File: config.mk
export PLATFORM = sky130hd
export DESIGN_NAME = mem_port_arbiter
export DESIGN_NICKNAME = d
export VERILOG_FILES = /design/src/rtl/mem_port_arbiter.sv
export SDC_FILE = /design/constraint.sdc
export NUM_CORES = 1
export LEC_CHECK = 0
export CAP_MARGIN = 20
export CORE_AREA = 2 2 363 365
export CTS_BUF_LIST = sky130_fd_sc_hd__clkbuf_4
export CTS_CLUSTER_SIZE = 28
export DETAILED_ROUTE_END_ITERATION = 7
export DIE_AREA = 0 0 365 367
export PLACE_DENSITY = 0.3
export SLEW_MARGIN = 10
export SYNTH_ARGS = -nofsm -noshare
export SYNTH_HDL_FRONTEND = slang
export SYNTH_SLANG_ARGS = --single-unit
File: constraint.sdc
create_clock -name clk_i -period 2.55 [get_ports clk_i]
set_clock_uncertainty 0.1 [all_clocks]
set_input_delay 0.51 -clock clk_i [delete_from_list [all_inputs] [get_ports clk_i]]
set_output_delay 0.51 -clock clk_i [all_outputs]
set_load 0.1 [all_outputs]
File: src/rtl/mem_port_arbiter.sv
// mem_port_arbiter
//
// Arbitrates between two masters and one memory port: m0 is the UART programmer and
// m1 is the core. The port has a registered owner. Ownership changes only after every
// read issued by the current owner has returned, so each response reaches the master
// that issued the read. While prog_active_i is high, m1 is locked out.
//
// Ports:
//   clk_i, rst_ni              clock, asynchronous active-low reset
//   m0_* / m1_*                master request channels: req, we, addr, wdata, wstrb in;
//                              gnt, rvalid, rdata out
//   prog_active_i              programmer mode; masks m1 requests and responses
//   mem_* (out)                forwarded request: req, we, addr, wdata, wstrb
//   mem_gnt_i, mem_rvalid_i,
//   mem_rdata_i                memory handshake and in-order read response
//   owner_o                    current or last owner (0 = m0, 1 = m1)
//   busy_o                     not idle, or reads still outstanding
//   err_o                      sticky: a response arrived with no read outstanding
module mem_port_arbiter #(
  parameter int unsigned ADDR_W          = 32,
  parameter int unsigned DATA_W          = 128,
  parameter int unsigned MAX_OUTSTANDING = 4,
  parameter int unsigned MAX_BURST       = 8
) (
  input  logic                clk_i,
  input  logic                rst_ni,

  input  logic                m0_req_i,
  input  logic                m0_we_i,
  input  logic [ADDR_W-1:0]   m0_addr_i,
  input  logic [DATA_W-1:0]   m0_wdata_i,
  input  logic [DATA_W/8-1:0] m0_wstrb_i,
  output logic                m0_gnt_o,
  output logic                m0_rvalid_o,
  output logic [DATA_W-1:0]   m0_rdata_o,

  input  logic                m1_req_i,
  input  logic                m1_we_i,
  input  logic [ADDR_W-1:0]   m1_addr_i,
  input  logic [DATA_W-1:0]   m1_wdata_i,
  input  logic [DATA_W/8-1:0] m1_wstrb_i,
  output logic                m1_gnt_o,
  output logic                m1_rvalid_o,
  output logic [DATA_W-1:0]   m1_rdata_o,

  input  logic                prog_active_i,

  output logic                mem_req_o,
  output logic                mem_we_o,
  output logic [ADDR_W-1:0]   mem_addr_o,
  output logic [DATA_W-1:0]   mem_wdata_o,
  output logic [DATA_W/8-1:0] mem_wstrb_o,
  input  logic                mem_gnt_i,
  input  logic                mem_rvalid_i,
  input  logic [DATA_W-1:0]   mem_rdata_i,

  output logic                owner_o,
  output logic                busy_o,
  output logic                err_o
);

  localparam int unsigned STRB_W  = DATA_W / 8;
  localparam int unsigned CNT_W   = $clog2(MAX_OUTSTANDING + 1);
  localparam int unsigned BURST_W = $clog2(MAX_BURST + 1);

  typedef enum logic [1:0] {StIdle, StGrant, StDrain} state_e;

  state_e             r_state;
  logic               r_owner;
  logic               r_last_owner;
  logic [BURST_W-1:0] r_burst_cnt;
  logic [CNT_W-1:0]   r_outstanding;
  logic               r_err;

  logic               w_m1_req;
  logic               w_sel;
  logic               w_own_req;
  logic               w_own_we;
  logic [ADDR_W-1:0]  w_own_addr;
  logic [DATA_W-1:0]  w_own_wdata;
  logic [STRB_W-1:0]  w_own_wstrb;
  logic               w_other_req;
  logic               w_burst_full;
  logic               w_burst_stop;
  logic               w_rd_full;
  logic               w_read_block;
  logic               w_leave;
  logic               w_fwd;
  logic               w_accept;
  logic               w_rd_accept;
  logic               w_rvalid_ok;

  assign w_m1_req = m1_req_i & ~prog_active_i;

  // Owner mux; only meaningful while in StGrant.
  assign w_own_req   = r_owner ? w_m1_req   : m0_req_i;
  assign w_own_we    = r_owner ? m1_we_i    : m0_we_i;
  assign w_own_addr  = r_owner ? m1_addr_i  : m0_addr_i;
  assign w_own_wdata = r_owner ? m1_wdata_i : m0_wdata_i;
  assign w_own_wstrb = r_owner ? m1_wstrb_i : m0_wstrb_i;
  assign w_other_req = r_owner ? m0_req_i   : w_m1_req;

  assign w_sel = rst_ni & (r_state == StGrant);

  // Once the burst budget is spent and the other side waits, stop forwarding right away
  // so the owner gets exactly MAX_BURST transactions before the handoff.
  assign w_burst_full = (r_burst_cnt == BURST_W'(MAX_BURST));
  assign w_burst_stop = w_other_req & w_burst_full;

  // A response in the same cycle frees a slot, so a read may be accepted at the cap.
  assign w_rd_full    = (r_outstanding == CNT_W'(MAX_OUTSTANDING));
  assign w_read_block = ~w_own_we & w_rd_full & ~mem_rvalid_i;

  assign w_leave = ~w_own_req | w_burst_stop | (r_owner & prog_active_i);

  assign w_fwd       = w_sel & w_own_req & ~w_burst_stop & ~w_read_block;
  assign w_accept    = w_fwd & mem_gnt_i;
  assign w_rd_accept = w_accept & ~w_own_we;

  // Responses with nothing outstanding are dropped.
  assign w_rvalid_ok = mem_rvalid_i & (r_outstanding != '0);

  assign mem_req_o   = w_fwd;
  assign mem_we_o    = w_sel & w_own_we;
  assign mem_addr_o  = w_sel ? w_own_addr  : '0;
  assign mem_wdata_o = w_sel ? w_own_wdata : '0;
  assign mem_wstrb_o = w_sel ? w_own_wstrb : '0;

  assign m0_gnt_o = w_accept & ~r_owner;
  assign m1_gnt_o = w_accept & r_owner;

  assign m0_rvalid_o = rst_ni & w_rvalid_ok & ~r_owner;
  assign m1_rvalid_o = rst_ni & w_rvalid_ok & r_owner & ~prog_active_i;
  assign m0_rdata_o  = (rst_ni & ~r_owner) ? mem_rdata_i : '0;
  assign m1_rdata_o  = (rst_ni & r_owner)  ? mem_rdata_i : '0;

  assign owner_o = r_owner;
  assign busy_o  = rst_ni & ((r_state != StIdle) | (r_outstanding != '0));
  assign err_o   = r_err;

  // Ownership state machine.
  always_ff @(posedge clk_i or negedge rst_ni) begin
    if (!rst_ni) begin
      r_state      <= StIdle;
      r_owner      <= 1'b0;
      r_last_owner <= 1'b1;
      r_burst_cnt  <= '0;
    end else begin
      unique case (r_state)
        StIdle: begin
          if (m0_req_i && w_m1_req) begin
            r_owner     <= ~r_last_owner;
            r_burst_cnt <= '0;
            r_state     <= StGrant;
          end else if (m0_req_i) begin
            r_owner     <= 1'b0;
            r_burst_cnt <= '0;
            r_state     <= StGrant;
          end else if (w_m1_req) begin
            r_owner     <= 1'b1;
            r_burst_cnt <= '0;
            r_state     <= StGrant;
          end
        end
        StGrant: begin
          // Saturates so a long uncontested run cannot wrap the budget.
          if (w_accept && !w_burst_full) begin
            r_burst_cnt <= r_burst_cnt + BURST_W'(1);
          end
          if (w_leave) begin
            r_state <= StDrain;
          end
        end
        StDrain: begin
          if (r_outstanding == '0) begin
            r_last_owner <= r_owner;
            r_state      <= StIdle;
          end
        end
        default: r_state <= StIdle;
      endcase
    end
  end

  // Outstanding-read counter and sticky stray-response flag.
  always_ff @(posedge clk_i or negedge rst_ni) begin
    if (!rst_ni) begin
      r_outstanding <= '0;
      r_err         <= 1'b0;
    end else begin
      case ({w_rd_accept, w_rvalid_ok})
        2'b10:   r_outstanding <= r_outstanding + CNT_W'(1);
        2'b01:   r_outstanding <= r_outstanding - CNT_W'(1);
        default: r_outstanding <= r_outstanding;
      endcase
      if (mem_rvalid_i && (r_outstanding == '0)) begin
        r_err <= 1'b1;
      end
    end
  end

endmodule
==> results of run 1 <==
registers in the layout (all words and copies together), names as in the netlist:
register,count
r_last_owner,1
owner_o,1
err_o,1
r_burst_cnt,4
r_state,2
r_outstanding,3
synth_stat cells (2+ instances only):
library cell	n
buf_2	36
nand2_1	6
dfrtp_1	11
nor2_1	180
clkbuf_1	46
a21o_1	3
nand3b_1	3
nor2b_1	5
inv_1	7
and2_1	131
and3_1	130
a21oi_1	3
nand3_1	2
mux2i_1	179
xor2_1	2
nand2b_1	4
ha_1	3
power groups by stage:
stage / Sequential (W) / Clock, W / Combinational [W]
final: 0.000342 / 0.000125 / 0.0220
after global routing: 0.000352 / 0.000139 / 0.0228
after CTS: 0.000341 / 0.000131 / 0.0217
after detailed placement: 0.000357 / 0 / 0.0209
after global placement: 0.000360 / 0 / 0.0209
after floorplan: 0.000426 / 0 / 0.0120
per-layer routing:
layer  routed length (um)  up-vias  track usage
met5                   49        -            0
met2                43300      480        0.219
met3                 5740       52       0.0231
met1                36800     4718        0.157
li1                     -     4633            -
met4                  763        8      0.00910
worst paths after layout:
| path | end | slack [ps] | from | cells after the start |
|---|---|---|---|---|
| hold reg to reg | err_o | 400 | err_o | 1 |
| min in group clk_i | err_o | 400 | err_o | 1 |
| setup / recovery | mem_wdata_o[65] | -60 | owner_o | 7 |
| max in group asynchronous | r_last_owner | 1960 | rst_ni | 2 |
| setup reg to reg | r_outstanding[2] | 90 | owner_o | 10 |
| hold / removal | owner_o | 140 | rst_ni | 2 |
cells in the final DEF (no fill, tap or decap), drive strengths merged, types with 2 or more instances in the layout:
master,netlist,layout
nand2b,4,4
a21oi,3,3
diode,0,8
a31o,2,2
nor2b,5,5
and3,130,130
nand3b,4,4
clkbuf,46,7
inv,7,7
nor2,180,180
a21o,3,3
buf,37,587
dlygate4sd2,0,3
clkdlybuf4s50,0,483
mux2i,180,180
nand3,2,2
and2,131,131
o21ai,2,2
ha,3,3
dfrtp,11,11
xor2,2,2
nand2,6,6
area by class of cell:
cell class | instances | area (sq um)
multi-input cells | 671 | 6880
fillers | 14357 | 106000
clock inverters | 1 | 3.75
diodes | 8 | 20.0
flip-flops and latches | 12 | 305
well taps | 1755 | 2200
inverters | 7 | 26.3
repair buffers | 1079 | 15400
clock buffers | 3 | 22.5
worst max-delay path: stages (launching register included):
cell	delay, ps
dfrtp_4	490
buf_12	210
buf_16	180
buf_12	180
mux2i_2	260
buf_4	160
nor2_4	30
buf_12	150
stage by stage:
stage | power (W) | setup WS (ps) | util | cells
floorplan | 0.0125 | -520 | - | 773
global placement | 0.0213 | -533 | 0.181 | 3497
detailed placement | 0.0213 | -424 | 0.181 | 3497
CTS | 0.0222 | -101 | 0.186 | 3514
global route | 0.0233 | -123 | 0.191 | 3531
finish | 0.0225 | -61.6 | 0.191 | 3536
cells by family (layout without fill, tap and decap cells):
kind of cell / after synthesis / count (layout) / synth area share
AO/OA/AOI/OAI: 16 / 16 / 0.0246
other: 0 / 8 / 0
AND/OR/NAND/NOR: 467 / 467 / 0.477
XOR/XNOR: 3 / 3 / 0.00506
flip-flops: 12 / 12 / 0.0581
multiplexers: 181 / 181 / 0.350
adder cells (fa/ha/maj): 4 / 4 / 0.0111
buffers and inverters: 90 / 1090 / 0.0744
what timing repair did:
item,CTS,global route
cloned,2,4
endpoints found under the setup margin,376,342
resized for setup,104,75
pin swaps,2,3
setup buffers,11,10
==> impl_metrics.tcl, run 1 <==
set metrics [dict create \
    outcome "complete, but fails checks" \
    violations "negative setup slack" \
    holdBufCountCts 0 \
    htreeDepth 1 \
    power_frac_comb 0.979 \
    yosys_warnings 0 \
    critPathLaunchType "flop" \
    hp-class "in2async" \
    dieHeight_um 367 \
    synth_ff_type "dfrtp_1" \
    drc 0 \
    async_flop_share 1.00 \
    critPathKind "reg2out" \
    place_hpwl_mm 80.1 \
    grt_usage 0.123 \
    routedWlPerCell_um 24.5 \
    p_leak_nw 9.22 \
    drt_iter0_drc 258 \
    drv_slew 0 \
    drive_gt1_frac 0.647 \
    drtAntennaViolNets 0 \
    period_minus_slack_ps 2610 \
    synth-seq-area-share 0.0581 \
    holdWs_ps 142 \
    grt_start_max_net_pins 51 \
    syn_inst 773 \
    root_buffer "clkbuf_4" \
    internal-power_w 0.00871 \
    synth_edf_count 0 \
    power.density_nw_per_um2 904 \
    clk_latency_ps 270 \
    p_sw_frac 0.613 \
    grt_pass1_vias 10602 \
    area_delta_synth_final_pct 379 \
    worst_pin_slew_ps 407 \
    critPathMaxFanout 11 \
    fin_nets 2267 \
    cts_made_buffers 3 \
    fmax_mhz 383 \
    p_sw_w 0.0138 \
    coreArea_sq_um 130000 \
    relSlewSlack 0.721 \
    clock-sinks 12 \
    maxCapViolCount 0 \
    grt_overflow 0 \
    synth-seq-cells 12 \
    synth.top_cells.by_area "mux2i_1 34%, and2_1 16%, and3_1 16%" \
    ir_worst_vdd_mv 0.301 \
    synth_top_area_frac 0.345 \
    critPathArrivalTime_ps 2000 \
    dieArea_sq_um 134000 \
    antenna_found_initial 31 \
    dr_total_vias 9891 \
    rows 133 \
    synth.distinct_cells 39 \
    start_util 0.0398 \
    setup_slack_ps -61.6 \
    cp-end-kind "output pin" \
    seqPwrFrac 0.015 \
    place.gp.congestion 0.897 \
    cts.path.max_buffers 2 \
    finalSetupTns_ps -1920 \
    period_share 1.02 \
    first_pass_iters 4 \
    cts_tree "built" \
    clkPwrFrac 0.006 \
    grt_pass1_wl_mm 110 \
    finalSetupViolations 102 \
    final_cell_area_sq_um 24900 \
    via_per_inst 2.80 \
    die_width_um 365 \
    synth_area_leader_cell "mux2i_1" \
    io_buffers 929 \
    syn_area_per_cell_sq_um 6.72 \
    finalHoldViolCount 0 \
    io-pin-count 930 \
    synth_nets 1266 \
    placed_cell_area_sq_um 23700 \
    rsz0062_at_grt "yes" \
    drt-total-wl_mm 86.6 \
    synthesis.area_sq_um 5190 \
    worst_ep_required_time_ps 1940 \
    clk_pin_slew_ps 80 \
]
(Power assumes the default switching activity.)
==> run 2, diff against run 1 <==
--- a/config.mk
+++ b/config.mk
@@ -8,11 +8,11 @@
 export CAP_MARGIN = 20
 export CORE_AREA = 2 2 363 365
 export CTS_BUF_LIST = sky130_fd_sc_hd__clkbuf_4
-export CTS_CLUSTER_SIZE = 28
+export CTS_CLUSTER_SIZE = 25
 export DETAILED_ROUTE_END_ITERATION = 7
 export DIE_AREA = 0 0 365 367
 export PLACE_DENSITY = 0.3
-export SLEW_MARGIN = 10
+export SLEW_MARGIN = 20
 export SYNTH_ARGS = -nofsm -noshare
 export SYNTH_HDL_FRONTEND = slang
 export SYNTH_SLANG_ARGS = --single-unit
==> results of run 2 <==
Final layout, timing and power as in run 1 (identical DEF).
